**src/rtl/l1_refill_arbiter_pkg.sv**
```systemverilog
// Shared L1 cache definitions used by the refill arbiter and the cache refill engines.
package l1_refill_arbiter_pkg;

    typedef enum logic [1:0] {
        IDLE = 2'd0,
        BUSY = 2'd1,
        DONE = 2'd2
    } arb_state_t;

    // Bit position in request/grant vectors matches the encoding.
    typedef enum logic {
        OWNER_I = 1'b0,
        OWNER_D = 1'b1
    } arb_owner_t;

    localparam int L1_BEATS         = 8;
    localparam int L1_BEAT_WIDTH    = 32;
    localparam int L1_LINE_OFFSET_W = $clog2(L1_BEATS * L1_BEAT_WIDTH / 8);

    // Number of byte-offset bits inside one cache line.
    function automatic int line_offset_w(input int beats, input int data_width);
        return $clog2(beats * data_width / 8);
    endfunction

endpackage

```
**src/rtl/l1_refill_arbiter_rr_arbiter2.sv**
```systemverilog
// Two-way round-robin arbiter: the requester not granted last wins a tie.
module l1_refill_arbiter_rr_arbiter2
    import l1_refill_arbiter_pkg::*;
(
    input  logic       clk,
    input  logic       rst,
    input  logic [1:0] req,
    input  logic       update,
    input  arb_owner_t update_owner,
    output logic [1:0] grant
);

    arb_owner_t last_owner_reg;
    logic       last_bit;

    // Remember who owned the port most recently; D at reset so I wins the first tie.
    always_ff @(posedge clk) begin
        if (rst) begin
            last_owner_reg <= OWNER_D;
        end else if (update) begin
            last_owner_reg <= update_owner;
        end
    end

    assign last_bit = (last_owner_reg == OWNER_D);

    // A requester wins when alone, or when the other also asks but won last time.
    for (genvar gi = 0; gi < 2; gi++) begin : g_grant
        assign grant[gi] = req[gi] && (!req[1-gi] || (last_bit != 1'(gi)));
    end

endmodule

```
**src/rtl/l1_refill_arbiter.sv**
```systemverilog
// Shares the external memory port between the L1 I-cache refill engine and the
// L1 D-cache miss/writeback engine, one whole cache-line burst at a time.
module l1_refill_arbiter
    import l1_refill_arbiter_pkg::*;
#(
    parameter int ADDR_WIDTH = 32,
    parameter int DATA_WIDTH = L1_BEAT_WIDTH,
    parameter int BEATS      = L1_BEATS
) (
    input  logic                  clk,
    input  logic                  rst,
    input  logic                  i_req,
    input  logic [ADDR_WIDTH-1:0] i_addr,
    output logic                  i_rvalid,
    output logic [DATA_WIDTH-1:0] i_rdata,
    output logic                  i_done,
    input  logic                  d_req,
    input  logic                  d_we,
    input  logic [ADDR_WIDTH-1:0] d_addr,
    input  logic [DATA_WIDTH-1:0] d_wdata,
    output logic                  d_wready,
    output logic                  d_rvalid,
    output logic [DATA_WIDTH-1:0] d_rdata,
    output logic                  d_done,
    output logic                  m_req,
    output logic                  m_we,
    output logic [ADDR_WIDTH-1:0] m_addr,
    output logic [DATA_WIDTH-1:0] m_wdata,
    input  logic                  m_ready,
    input  logic                  m_rvalid,
    input  logic [DATA_WIDTH-1:0] m_rdata
);

    localparam int OFF_W = line_offset_w(BEATS, DATA_WIDTH);
    localparam int CNT_W = $clog2(BEATS);
    localparam logic [ADDR_WIDTH-1:0] LINE_MASK =
        ~((ADDR_WIDTH'(1) << OFF_W) - ADDR_WIDTH'(1));
    localparam logic [CNT_W-1:0] LAST_BEAT = CNT_W'(BEATS - 1);

    arb_state_t            state_reg;
    arb_owner_t            owner_reg;
    logic [CNT_W-1:0]      beat_cnt_reg;
    logic                  m_req_reg;
    logic                  m_we_reg;
    logic [ADDR_WIDTH-1:0] m_addr_reg;
    logic                  i_done_reg;
    logic                  d_done_reg;

    logic [1:0] grant;
    logic       busy;
    logic       owner_is_i;
    logic       beat;
    logic       rd_beat;

    l1_refill_arbiter_rr_arbiter2 u_rr (
        .clk          (clk),
        .rst          (rst),
        .req          ({d_req, i_req}),
        .update       (state_reg == DONE),
        .update_owner (owner_reg),
        .grant        (grant)
    );

    assign busy       = (state_reg == BUSY);
    assign owner_is_i = (owner_reg == OWNER_I);
    // Only the strobe matching the burst direction advances the burst.
    assign beat       = busy && (m_we_reg ? m_ready : m_rvalid);
    assign rd_beat    = busy && !m_we_reg && m_rvalid;

    // Burst sequencing: grant in IDLE, count beats in BUSY, one-cycle done in DONE.
    always_ff @(posedge clk) begin
        if (rst) begin
            state_reg    <= IDLE;
            owner_reg    <= OWNER_I;
            beat_cnt_reg <= '0;
            m_req_reg    <= 1'b0;
            m_we_reg     <= 1'b0;
            m_addr_reg   <= '0;
            i_done_reg   <= 1'b0;
            d_done_reg   <= 1'b0;
        end else begin
            case (state_reg)
                IDLE: begin
                    if (|grant) begin
                        owner_reg    <= grant[1] ? OWNER_D : OWNER_I;
                        m_we_reg     <= grant[1] && d_we;
                        m_addr_reg   <= (grant[1] ? d_addr : i_addr) & LINE_MASK;
                        beat_cnt_reg <= '0;
                        m_req_reg    <= 1'b1;
                        state_reg    <= BUSY;
                    end
                end
                BUSY: begin
                    if (beat) begin
                        beat_cnt_reg <= beat_cnt_reg + CNT_W'(1);
                        if (beat_cnt_reg == LAST_BEAT) begin
                            m_req_reg  <= 1'b0;
                            i_done_reg <= (owner_reg == OWNER_I);
                            d_done_reg <= (owner_reg == OWNER_D);
                            state_reg  <= DONE;
                        end
                    end
                end
                DONE: begin
                    i_done_reg <= 1'b0;
                    d_done_reg <= 1'b0;
                    state_reg  <= IDLE;
                end
                default: begin
                    state_reg <= IDLE;
                end
            endcase
        end
    end

    assign m_req    = m_req_reg;
    assign m_we     = m_we_reg;
    assign m_addr   = m_addr_reg;
    assign i_done   = i_done_reg;
    assign d_done   = d_done_reg;

    // Data paths are pass-through while a burst is active and quiet otherwise.
    assign m_wdata  = busy ? d_wdata : '0;
    assign d_wready = busy && m_we_reg && m_ready;
    assign i_rvalid = rd_beat && owner_is_i;
    assign d_rvalid = rd_beat && !owner_is_i;
    assign i_rdata  = (busy && owner_is_i) ? m_rdata : '0;
    assign d_rdata  = (busy && !owner_is_i) ? m_rdata : '0;

endmodule

```
**config.mk**
```make
export PLATFORM = sky130hd
export DESIGN_NAME = l1_refill_arbiter
export DESIGN_NICKNAME = d
export VERILOG_FILES = /design/src/rtl/l1_refill_arbiter_pkg.sv /design/src/rtl/l1_refill_arbiter_rr_arbiter2.sv /design/src/rtl/l1_refill_arbiter.sv
export SDC_FILE = /design/constraint.sdc
export NUM_CORES = 1
export LEC_CHECK = 0
export BUFFER_PORTS_ARGS = -buffer_cell sky130_fd_sc_hd__buf_4
export CORE_AREA = 2 2 105 107
export CTS_CLUSTER_DIAMETER = 50
export DETAILED_ROUTE_END_ITERATION = 6
export DIE_AREA = 0 0 107 109
export MAX_ROUTING_LAYER = met4
export SLEW_MARGIN = 20
export SYNTH_ARGS = -nofsm -noshare
export SYNTH_HDL_FRONTEND = slang
export SYNTH_SLANG_ARGS = --single-unit
```
**constraint.sdc**
```tcl
create_clock -name clk -period 1.45 [get_ports clk]
set_input_delay 0.145 -clock clk [delete_from_list [all_inputs] [get_ports clk]]
set_output_delay 0.145 -clock clk [all_outputs]
set_load 0.01 [all_outputs]
```
# After elaboration in Yosys (flattened, before gate mapping)
# Index checks and enable logic that the tools add are counted.
# word_totals
reg_bits	38
latchBits	0
ramBits	0
romBits	0
out_inout_bits	135
n_memories	0
# classes
add_sub_neg	1
n_mul	0
div	0
magnitude_cmp	0
eq_ne	6
shifts	0
n_mux	23
bitwise_logic	2
reduce_logical	26
# op_table
op	count
32-bit two-way mux	4
1-bit logical AND	12
1-bit two-way mux	9
3-bit AND reduction	3
2-bit two-way mux	3
3-bit two-way mux	2
1-bit one-hot mux with 2 select lines	3
3-bit one-hot mux with 2 select lines	1
2-bit by 1-bit != test with 1-bit output, second input constant	2
2-bit one-hot mux with 2 select lines	1
4-bit AND reduction	1
2-bit nonzero test	2
3-bit by 1-bit adder with 3-bit output, second input constant	1
3-bit equality test, second input constant	1
1-bit zero test	3
2-bit by 1-bit equality test with 1-bit output, second input constant	1
2-bit equality test, second input constant	1
2-bit zero test	1
1-bit logical OR	2
2-bit != test, second input constant	1
1-bit inverter	2
2-bit AND reduction	1
2-bit OR reduction	1

# Longest topological paths before layout
# Gate-level depths: netlist (run 1).
# depth
ltp_word	6
mapped_depth	6
depth_no_buf	5

# By module
# From an unflattened synthesis (run 1), not the netlist that was laid out.
# hier_totals
hier_cells	308
hier_area_um2	2556.2
# modules_own_cells
module	n_inst	cells_per_inst	area_each_um2
l1_refill_arbiter	1	301	2497.4
l1_refill_arbiter_rr_arbiter2	1	7	58.8

# Worst setup path before layout (run 1)
# Ideal clock, no wire load.
# synth_timing
path_type	reg2reg
startpoint	register m_we_reg, in the netlist m_we
endpoint	register d_done_reg, in the netlist d_done
setup_time_ps	92
arrival_time_ps	1223
t_required_ps	1358
setup_slack_ps	135
path_stages_with_launch	4
synth_period_minus_slack_ps	1315
path_cell_list	dfxtp_1 > mux2_4 > a31o_1 > o32ai_1
# synth_between
elab_chain_cells	4
# synth_lines
item	line	rtl
start: declaration	l1_refill_arbiter.sv:44	logic m_we_reg;
start signal: assignment	l1_refill_arbiter.sv:86	m_we_reg <= grant[1] && d_we;
1-bit two-way mux	l1_refill_arbiter.sv:67	assign beat = busy && (m_we_reg ? m_ready : m_rvalid);
1-bit logical AND	l1_refill_arbiter.sv:67	
2-bit by 1-bit != test with 1-bit output (no source line)	n/a	
3-bit AND reduction (no source line)	n/a	
end signal: assignment	l1_refill_arbiter.sv:99	d_done_reg <= (owner_reg == OWNER_D);
end: declaration	l1_refill_arbiter.sv:47	logic d_done_reg;
# No other way between the ends.
# A chain may end at the register's enable or synchronous reset.

# Worst setup path in the final report (run 1)
# layout_timing
startpoint	register state_reg[0]
endpoint	output port i_rdata[24]
# layout_between
elab_chain_cells	3
# layout_lines
item	line	rtl
start: declaration	l1_refill_arbiter.sv:40	arb_state_t state_reg;
start signal: assignment	l1_refill_arbiter.sv:73	state_reg <= IDLE;
start signal: assignment	l1_refill_arbiter.sv:90	state_reg <= BUSY;
start signal: assignment	l1_refill_arbiter.sv:100	state_reg <= DONE;
2-bit by 1-bit equality test with 1-bit output	l1_refill_arbiter.sv:64	assign busy = (state_reg == BUSY);
1-bit logical AND	l1_refill_arbiter.sv:127	assign i_rdata = (busy && owner_is_i) ? m_rdata : '0;
32-bit two-way mux	l1_refill_arbiter.sv:127	
end: declaration	l1_refill_arbiter.sv:15	output logic [DATA_WIDTH-1:0] i_rdata,
# No other way between the ends.

==> impl_metrics.xml, run 1 <==
<?xml version="1.0" encoding="UTF-8"?>
<metrics>
  <group name="layout">
    <metric name="nNetsFinal" unit="">690</metric>
    <metric name="fin_util" unit="%">46.86</metric>
    <metric name="final_layout_size_suffix_gt1_share" unit="%">55.60</metric>
    <metric name="synthToLayoutAreaGrowth" unit="%">92.21</metric>
    <metric name="final_cell_count_without_fillers" unit="">694</metric>
    <metric name="largest_reg_flops" unit="">27</metric>
    <metric name="n_antenna_cell" unit="">0</metric>
  </group>
  <group name="global_routing">
    <metric name="grt_pass1_vias" unit="">2949</metric>
    <metric name="grtUsageTotal" unit="%">17.08</metric>
    <metric name="grt_antenna_before_repair" unit="">0</metric>
    <metric name="grt_pass1_wl" unit="mm">15.50</metric>
    <metric name="overflow" unit="">0</metric>
    <metric name="grt_start_max_net_pins" unit="">36</metric>
  </group>
  <group name="outcome">
    <metric name="failed_checks" unit="">setup timing</metric>
    <metric name="status" unit="">finished, violations left</metric>
  </group>
  <group name="critical_path">
    <metric name="rrSetupSlack" unit="ps">100</metric>
    <metric name="cp-end-kind" unit="">primary output</metric>
    <metric name="rr_endpoint" unit="">i_done</metric>
    <metric name="cpPeakStageDelay" unit="ps">330</metric>
    <metric name="timing.critical_path.from_type" unit="">flip-flop</metric>
    <metric name="worstPathMaxFanout" unit="">17</metric>
    <metric name="worst_r2r_startpoint" unit="">beat_cnt_reg[0]</metric>
    <metric name="timing.critical_path.slowest_stage_cell" unit="">sky130_fd_sc_hd__dfxtp_2</metric>
    <metric name="critical_path.cell_chain" unit="">nor2b_4, buf_12, clkbuf_16, and3_1, buf_4</metric>
    <metric name="count_of_cells_along_the_worst_register_to_register_path" unit="">5</metric>
    <metric name="critical_setup_path_class" unit="">reg -&gt; out</metric>
    <metric name="cp_data_required_time" unit="ps">1310</metric>
    <metric name="critPathArrivalTime" unit="ps">1410</metric>
  </group>
  <group name="run">
    <metric name="timing.max_cap.violations" unit="">0</metric>
  </group>
  <group name="sta">
    <metric name="fin_ws" unit="ps">-108.9</metric>
    <metric name="setup_viol" unit="">66</metric>
    <metric name="final-hold-violation-count" unit="">0</metric>
    <metric name="skew" unit="ps">7.417</metric>
    <metric name="pins_over_slew_limit" unit="">0</metric>
    <metric name="finalCriticalPeriod" unit="ps">1559</metric>
    <metric name="final_min_period_over_clock_period" unit="%">107.5</metric>
    <metric name="max_slew.worst_pin.slew" unit="ps">500.5</metric>
    <metric name="slew_headroom" unit="%">66.63</metric>
    <metric name="unrepaired_setup_endpoints_after_global_routing" unit="">true</metric>
    <metric name="max_freq" unit="MHz">641.5</metric>
  </group>
  <group name="yosys">
    <metric name="ys_seq_area_share" unit="%">29.43</metric>
    <metric name="ys_warn_count" unit="">0</metric>
    <metric name="avgSynthCellArea" unit="sq um">8.448</metric>
    <metric name="post_synthesis_adder_cell_area_fraction" unit="%">0.9681</metric>
    <metric name="combinational_family_with_the_most_area_after_synthesis" unit="">simple AND/OR/NAND/NOR gates</metric>
    <metric name="synth-simple-area-share" unit="%">27.83</metric>
    <metric name="netlist.top_cell.by_area" unit="">sky130_fd_sc_hd__dfxtp_1</metric>
    <metric name="synth_async_sr_flop_share" unit="%">0</metric>
    <metric name="synth_area_leaders" unit="">sky130_fd_sc_hd__dfxtp_1, sky130_fd_sc_hd__and3_1, sky130_fd_sc_hd__mux2i_1</metric>
    <metric name="synth.area.mux_share" unit="%">11.42</metric>
    <metric name="synth.distinct_cells" unit="">38</metric>
    <metric name="postSynthRegisterBits" unit="">38</metric>
    <metric name="synthCells" unit="">306</metric>
    <metric name="synth_edf_count" unit="">0</metric>
    <metric name="synth_top_cells_by_count" unit="">sky130_fd_sc_hd__and3_1, sky130_fd_sc_hd__dfxtp_1, sky130_fd_sc_hd__a21oi_1</metric>
    <metric name="yosys.area.top_type_share" unit="%">29.43</metric>
    <metric name="postSynth.topFlopCell" unit="">sky130_fd_sc_hd__dfxtp_1</metric>
    <metric name="post-synth-top-count-cell" unit="">sky130_fd_sc_hd__and3_1</metric>
    <metric name="compound_gate_fraction_of_synth_area" unit="%">20.67</metric>
    <metric name="synth_xor_area_share" unit="%">0</metric>
    <metric name="syn-cell-area" unit="sq mm">0.002585</metric>
  </group>
  <group name="routing">
    <metric name="number_of_optimization_iterations_in_the_first_detailed_route_pass" unit="">4</metric>
    <metric name="route.antenna.remaining_nets" unit="">0</metric>
    <metric name="drtIter0Drc" unit="">152</metric>
    <metric name="route.detailed.vias_per_inst" unit="">4.597</metric>
    <metric name="routed_wire_length_per_instance" unit="microns">15.22</metric>
    <metric name="drc_markers" unit="">0</metric>
    <metric name="routed_wl" unit="mm">10.56</metric>
    <metric name="number_of_vias_after_detailed_routing" unit="">3190</metric>
  </group>
  <group name="floorplanning">
    <metric name="initial_utilization" unit="%">24.38</metric>
    <metric name="dieWidth" unit="microns">107</metric>
    <metric name="floorplan.io_pins" unit="">270</metric>
    <metric name="core.rowCount" unit="">38</metric>
    <metric name="dieHeight" unit="microns">109</metric>
    <metric name="floorplan.die_area" unit="sq mm">0.01166</metric>
    <metric name="core-area" unit="sq mm">0.01060</metric>
  </group>
  <group name="power">
    <metric name="switching_share" unit="%">27.97</metric>
    <metric name="vdd_drop_max" unit="mV">0.5295</metric>
    <metric name="power.internal" unit="mW">2.641</metric>
    <metric name="p_sw" unit="mW">1.026</metric>
    <metric name="power.share.clock" unit="%">30.1</metric>
    <metric name="comb_power_share" unit="%">37.7</metric>
    <metric name="power.static_leakage" unit="nW">2.618</metric>
    <metric name="cellPowerDensity" unit="mW/mm^2">737.9</metric>
    <metric name="seq_power_share" unit="%">32.2</metric>
  </group>
  <group name="placement">
    <metric name="detailedPlacementHpwl" unit="mm">8.217</metric>
    <metric name="pre_cts_ws" unit="ps">118.5</metric>
    <metric name="gp_congestion" unit="">0.8530</metric>
    <metric name="dp.cells" unit="">681</metric>
    <metric name="io_buffers" unit="">254</metric>
  </group>
  <group name="clock_tree">
    <metric name="tritoncts" unit="">done</metric>
    <metric name="max-clock-path-buffers" unit="">2</metric>
    <metric name="cts.reportedPaths.clkPinSlew" unit="ps">70</metric>
    <metric name="worstSkewPairLatency" unit="ps">280</metric>
    <metric name="cts_made_buffers" unit="">5</metric>
    <metric name="ctsRootBufferMaster" unit="">sky130_fd_sc_hd__clkbuf_8</metric>
    <metric name="cts_hold_buf" unit="">0</metric>
    <metric name="cts_sinks" unit="">38</metric>
    <metric name="clock_tree.htree_level_count" unit="">2</metric>
  </group>
  <group name="worst_hold_path">
    <metric name="hp-start" unit="">d_we</metric>
    <metric name="min_to" unit="">m_we</metric>
    <metric name="worstHoldPathCells" unit="">3</metric>
    <metric name="worstHoldPathType" unit="">in -&gt; reg</metric>
  </group>
</metrics>
-- power by group through the flow --
stage,sequential [mW],clock (mW),combinational [mW]
floorplan,1.24,0,0.557
global placement,1.20,0,1.31
detailed placement,1.20,0,1.32
CTS,1.18,1.14,1.37
global route,1.19,1.18,1.49
finish,1.18,1.10,1.38
-- kinds of logic after synthesis --
kind of cell    after synthesis
fa+ha+maj                     2
compound gates               74
mux                          29
other cells                   1
flops                        38
simple gates                117
buf+inv                      45
-- repair_timing --
action	4_1_cts	5_1_grt
pin swaps	0	1
cloned	1	2
setup buffers	3	0
resized for setup	6	9
endpoints found under the setup margin	99	98
-- stage by stage --
step,setup TNS (ps),power (mW),instance area [sq um],hold slack [ps]
6_report,-4887,3.666,4969,126.6
5_1_grt,-11520,3.866,4969,135.1
4_1_cts,-7040,3.687,4907,116.4
3_5_place_dp,0,2.517,4674,421.6
3_3_place_gp,0,2.510,4674,423.7
2_1_floorplan,0,1.793,2600,296.9
-- worst max-delay path, delay by kind of cell (launching register included) --
kind,cells,cell delay (ps)
and+or+nand+nor,2,370
DFF,1,330
buffers and inverters,3,440
-- cells in the final DEF (no fill, tap or decap), types with 2 or more instances in the layout --
| cell | n |
|---|---|
| sky130_fd_sc_hd__o21ai_0 | 2 |
| sky130_fd_sc_hd__and3_4 | 4 |
| sky130_fd_sc_hd__nand2_1 | 3 |
| sky130_fd_sc_hd__a211oi_1 | 17 |
| sky130_fd_sc_hd__bufinv_16 | 2 |
| sky130_fd_sc_hd__buf_4 | 260 |
| sky130_fd_sc_hd__clkbuf_8 | 6 |
| sky130_fd_sc_hd__a211oi_2 | 10 |
| sky130_fd_sc_hd__nor2_1 | 2 |
| sky130_fd_sc_hd__buf_12 | 8 |
| sky130_fd_sc_hd__o32ai_1 | 2 |
| sky130_fd_sc_hd__conb_1 | 5 |
| sky130_fd_sc_hd__clkbuf_16 | 2 |
| sky130_fd_sc_hd__a32oi_1 | 2 |
| sky130_fd_sc_hd__dfxtp_1 | 36 |
| sky130_fd_sc_hd__nand3_1 | 4 |
| sky130_fd_sc_hd__inv_1 | 5 |
| sky130_fd_sc_hd__buf_6 | 6 |
| sky130_fd_sc_hd__ha_1 | 2 |
| sky130_fd_sc_hd__a21oi_1 | 33 |
| sky130_fd_sc_hd__o221ai_1 | 3 |
| sky130_fd_sc_hd__dfxtp_2 | 2 |
| sky130_fd_sc_hd__and3_1 | 61 |
| sky130_fd_sc_hd__and2_1 | 32 |
| sky130_fd_sc_hd__mux2i_1 | 28 |
-- metal layers --
| metal | track usage (%) | up-vias | wire (microns) |
|---|---|---|---|
| met5 | - | - | 0 |
| met3 | 3.228 | 11 | 830 |
| met4 | 4.174 | 0 | 158 |
| met1 | 20.34 | 1428 | 4187 |
| li1 | - | 1592 | - |
| met2 | 29.85 | 159 | 5385 |
-- worst max path at each step --
| stage | startpoint | to | slack, ps | depth (start not counted) |
|---|---|---|---|---|
| after global routing | state_reg[0] | i_rdata[24] | -180 | 5 |
| final | state_reg[0] | i_rdata[24] | -110 | 5 |
| after global placement | beat_cnt_reg[0] | i_done | 140 | 5 |
| after detailed placement | beat_cnt_reg[0] | i_done | 120 | 5 |
| after floorplan | m_we | d_done | 130 | 3 |
| after CTS | state_reg[0] | i_rdata[23] | -110 | 5 |
-- cell type report --
cell class | instances | area [sq um]
fill | 1051 | 5634
timing repair buffer | 276 | 2230
multi-input combinational | 227 | 1639
sequential | 38 | 763.2
tap | 140 | 175.2
clock buffer | 6 | 82.58
clock inverter | 2 | 60.06
inverter | 5 | 18.77
(Power assumes the default switching activity.)
==> inputs of run 2 (changes only) <==
- ABC_AREA: default -> 1
- CORE_AREA: 2 2 105 107 -> 2 2 104 106
- DIE_AREA: 0 0 107 109 -> 0 0 106 108
==> run 2 against run 1 <==
  * The flow still finishes with violations (setup timing)
  * Largest cell class unchanged
  * Die area fell by 1.8%
  * Global-route usage rose by 2.9 points
  * Via count rose by 13%
  * Synthesized cell count rose by 48%
  * Design area barely moved
==> impl_metrics.xml, run 2 <==
<?xml version="1.0" encoding="UTF-8"?>
<metrics>
  <group name="sta">
    <metric name="setup_viol" unit="">58</metric>
    <metric name="fin_ws" unit="ps">-48.28</metric>
    <metric name="final-hold-violation-count" unit="">0</metric>
    <metric name="unrepaired_setup_endpoints_after_global_routing" unit="">true</metric>
    <metric name="final_min_period_over_clock_period" unit="%">103.3</metric>
    <metric name="skew" unit="ps">4.342</metric>
    <metric name="pins_over_slew_limit" unit="">0</metric>
    <metric name="max_freq" unit="MHz">667.4</metric>
    <metric name="finalCriticalPeriod" unit="ps">1498</metric>
  </group>
  <group name="yosys">
    <metric name="yosys.area.top_type_share" unit="%">30.55</metric>
    <metric name="synth_edf_count" unit="">0</metric>
    <metric name="postSynthRegisterBits" unit="">38</metric>
    <metric name="synth.distinct_cells" unit="">22</metric>
    <metric name="synth_area_leaders" unit="">sky130_fd_sc_hd__dfxtp_1, sky130_fd_sc_hd__nor2_1, sky130_fd_sc_hd__nand2_1</metric>
    <metric name="post-synth-top-count-cell" unit="">sky130_fd_sc_hd__nor2_1</metric>
    <metric name="avgSynthCellArea" unit="sq um">5.496</metric>
    <metric name="synth_top_cells_by_count" unit="">sky130_fd_sc_hd__nor2_1, sky130_fd_sc_hd__nand2_1, sky130_fd_sc_hd__inv_1</metric>
    <metric name="syn-cell-area" unit="sq mm">0.002490</metric>
    <metric name="netlist.top_cell.by_area" unit="">sky130_fd_sc_hd__dfxtp_1</metric>
    <metric name="synth_async_sr_flop_share" unit="%">0</metric>
    <metric name="ys_seq_area_share" unit="%">30.55</metric>
    <metric name="synthCells" unit="">453</metric>
    <metric name="ys_warn_count" unit="">0</metric>
    <metric name="postSynth.topFlopCell" unit="">sky130_fd_sc_hd__dfxtp_1</metric>
  </group>
  <group name="routing">
    <metric name="drtIter0Drc" unit="">174</metric>
    <metric name="routed_wire_length_per_instance" unit="microns">14.34</metric>
    <metric name="top_signal_layer_used" unit="">met4</metric>
    <metric name="routed_wl" unit="mm">12.13</metric>
    <metric name="dr_wl_met3" unit="microns">932</metric>
    <metric name="wl_met1" unit="mm">4.539</metric>
    <metric name="route.antenna.remaining_nets" unit="">0</metric>
    <metric name="number_of_optimization_iterations_in_the_first_detailed_route_pass" unit="">4</metric>
    <metric name="met2RoutedLength" unit="mm">6.305</metric>
    <metric name="number_of_vias_after_detailed_routing" unit="">3600</metric>
    <metric name="drc_markers" unit="">0</metric>
    <metric name="route.detailed.vias_per_inst" unit="">4.255</metric>
  </group>
  <group name="global_routing">
    <metric name="grtUsageTotal" unit="%">19.94</metric>
    <metric name="grt_antenna_before_repair" unit="">1</metric>
    <metric name="overflow" unit="">0</metric>
    <metric name="grt_start_max_net_pins" unit="">37</metric>
    <metric name="grt_pass1_wl" unit="mm">17.51</metric>
    <metric name="grt_pass1_vias" unit="">3445</metric>
  </group>
  <group name="critical_path">
    <metric name="timing.critical_path.from_type" unit="">flip-flop</metric>
    <metric name="rr_endpoint" unit="">beat_cnt_reg[0]</metric>
    <metric name="rrSetupSlack" unit="ps">40</metric>
    <metric name="count_of_cells_along_the_worst_register_to_register_path" unit="">9</metric>
    <metric name="cp_data_required_time" unit="ps">1310</metric>
    <metric name="worst_r2r_startpoint" unit="">state_reg[1]</metric>
    <metric name="critical_setup_path_class" unit="">reg -&gt; out</metric>
    <metric name="worstPathMaxFanout" unit="">16</metric>
    <metric name="cp-end-kind" unit="">primary output</metric>
    <metric name="critPathArrivalTime" unit="ps">1350</metric>
  </group>
  <group name="floorplanning">
    <metric name="core.rowCount" unit="">37</metric>
    <metric name="core-area" unit="sq mm">0.01023</metric>
    <metric name="floorplan.io_pins" unit="">270</metric>
    <metric name="dieWidth" unit="microns">106</metric>
    <metric name="floorplan.die_area" unit="sq mm">0.01145</metric>
    <metric name="dieHeight" unit="microns">108</metric>
    <metric name="initial_utilization" unit="%">24.34</metric>
  </group>
  <group name="power">
    <metric name="report.power.total" unit="mW">3.431</metric>
    <metric name="power.static_leakage" unit="nW">2.892</metric>
    <metric name="vdd_drop_max" unit="mV">0.4703</metric>
    <metric name="cellPowerDensity" unit="mW/mm^2">690.4</metric>
  </group>
  <group name="layout">
    <metric name="postLayoutCellArea" unit="sq mm">0.004970</metric>
    <metric name="final_cell_count_without_fillers" unit="">846</metric>
    <metric name="final_layout_size_suffix_gt1_share" unit="%">47.95</metric>
    <metric name="largest_reg_flops" unit="">27</metric>
    <metric name="layout.cells.most_common_list" unit="">sky130_fd_sc_hd__buf_4, sky130_fd_sc_hd__nor2_1, sky130_fd_sc_hd__nand2_1, sky130_fd_sc_hd__inv_1, sky130_fd_sc_hd__nor2_2</metric>
    <metric name="nNetsFinal" unit="">845</metric>
    <metric name="final_common_cell" unit="">sky130_fd_sc_hd__buf_4</metric>
    <metric name="synthToLayoutAreaGrowth" unit="%">99.60</metric>
  </group>
  <group name="clock_tree">
    <metric name="ctsRootBufferMaster" unit="">sky130_fd_sc_hd__clkbuf_8</metric>
    <metric name="clock_tree.htree_level_count" unit="">2</metric>
    <metric name="cts_hold_buf" unit="">0</metric>
    <metric name="cts.reportedPaths.clkPinSlew" unit="ps">70</metric>
    <metric name="max-clock-path-buffers" unit="">2</metric>
    <metric name="tritoncts" unit="">done</metric>
    <metric name="cts_made_buffers" unit="">5</metric>
    <metric name="worstSkewPairLatency" unit="ps">280</metric>
    <metric name="cts_sinks" unit="">38</metric>
  </group>
  <group name="worst_hold_path">
    <metric name="worstHoldPathCells" unit="">2</metric>
    <metric name="hp-start" unit="">rst</metric>
    <metric name="min_to" unit="">owner_reg</metric>
    <metric name="worstHoldPathType" unit="">in -&gt; reg</metric>
  </group>
  <group name="outcome">
    <metric name="status" unit="">finished, violations left</metric>
    <metric name="failed_checks" unit="">setup timing</metric>
  </group>
  <group name="placement">
    <metric name="pre_cts_ws" unit="ps">8.207</metric>
    <metric name="gp_congestion" unit="">0.9417</metric>
    <metric name="io_buffers" unit="">254</metric>
    <metric name="placedInstanceArea" unit="sq mm">0.004488</metric>
    <metric name="detailedPlacementHpwl" unit="mm">9.560</metric>
    <metric name="dp.cells" unit="">827</metric>
  </group>
  <group name="run">
    <metric name="timing.max_cap.violations" unit="">0</metric>
  </group>
</metrics>
==> run 2: cell types whose count changed in the layout (fill, tap and decap cells not counted), moves of 17 or more <==
| cell | delta |
|---|---|
| sky130_fd_sc_hd__nor2_1 | +110 |
| sky130_fd_sc_hd__and3_1 | -61 |
| sky130_fd_sc_hd__nor2_2 | +36 |
| sky130_fd_sc_hd__and2_1 | -32 |
| sky130_fd_sc_hd__mux2i_1 | -28 |
| sky130_fd_sc_hd__a21oi_1 | -26 |
| sky130_fd_sc_hd__o21ai_0 | +19 |
| sky130_fd_sc_hd__inv_1 | +66 |
| sky130_fd_sc_hd__a211oi_1 | -17 |
| sky130_fd_sc_hd__nand2_1 | +97 |
==> run 2: final cells by class <==
cell class | instances | area, sq um
inverter | 76 | 300.3
multi-input combinational | 314 | 1461
clock buffer | 7 | 86.33
clock inverter | 1 | 5.005
tap | 136 | 170.2
timing repair buffer | 272 | 2172
sequential | 38 | 767.0
antenna | 1 | 2.502
fill | 1068 | 5261
timing repair inverter | 1 | 5.005
==> run 2: cell families (layout without fill, tap and decap cells) <==
logic type	Yosys count	count (layout)	share of synthesized area [%]
other	1	6	0.1506
adders and majority gates	2	2	1.005
DFF	38	38	30.55
AOI/OAI and AO/OA	38	38	7.890
and+or+nand+nor	269	269	41.86
buffers and inverters	105	357	18.54
==> run 2: how the worst max path moves through the flow <==
stage,slack (ps),start,end,depth (start not counted)
CTS,-30,state_reg[1],i_rvalid,7
floorplan,230,state_reg[1],d_rdata[0],7
global route,-120,state_reg[1],i_rdata[20],7
finish,-50,state_reg[1],i_rdata[27],7
detailed placement,8,state_reg[1],d_rdata[26],6
global placement,60,state_reg[1],d_rdata[2],6
==> run 2: power by group <==
part | internal (mW) | switching [mW] | leakage (nW)
sequential | 1.14 | 0.0531 | 0.316
combinational | 0.756 | 0.741 | 2.53
clock | 0.384 | 0.361 | 0.0482
==> run 2: critical path: stages (launching register included) <==
cell and delay [ps]:
sky130_fd_sc_hd__dfxtp_2 340, sky130_fd_sc_hd__inv_2 70, sky130_fd_sc_hd__nand2_4 70, sky130_fd_sc_hd__nor2_4 120, sky130_fd_sc_hd__inv_4 80, sky130_fd_sc_hd__buf_16 160
sky130_fd_sc_hd__nor2_1 100, sky130_fd_sc_hd__buf_4 130
==> run 2: routing by layer <==
| metal | track usage (%) | up-vias |
|---|---|---|
| li1 | - | 1816 |
| met1 | 20.62 | 1622 |
| met2 | 36.68 | 147 |
| met3 | 5.304 | 15 |
| met4 | 6.861 | 0 |
| met5 | - | - |
==> run 2: metrics by stage <==
step / util [%] / hold slack (ps) / setup TNS [ps]
3_3_place_gp: 43.87 / 393.1 / 0
4_1_cts: 46.99 / 86.26 / -718.1
5_1_grt: 48.58 / 93.78 / -8218
6_report: 48.58 / 89.44 / -1051
3_5_place_dp: 43.87 / 399.0 / 0
2_1_floorplan: - / 305.0 / 0
==> run 2: repair_timing <==
| action | CTS | global route |
|---|---|---|
| setup endpoints to repair | 99 | 108 |
| pin swaps | 3 | 1 |
| cloned | 2 | 4 |
| gates resized for setup | 52 | 30 |
| buffers inserted | 3 | 1 |
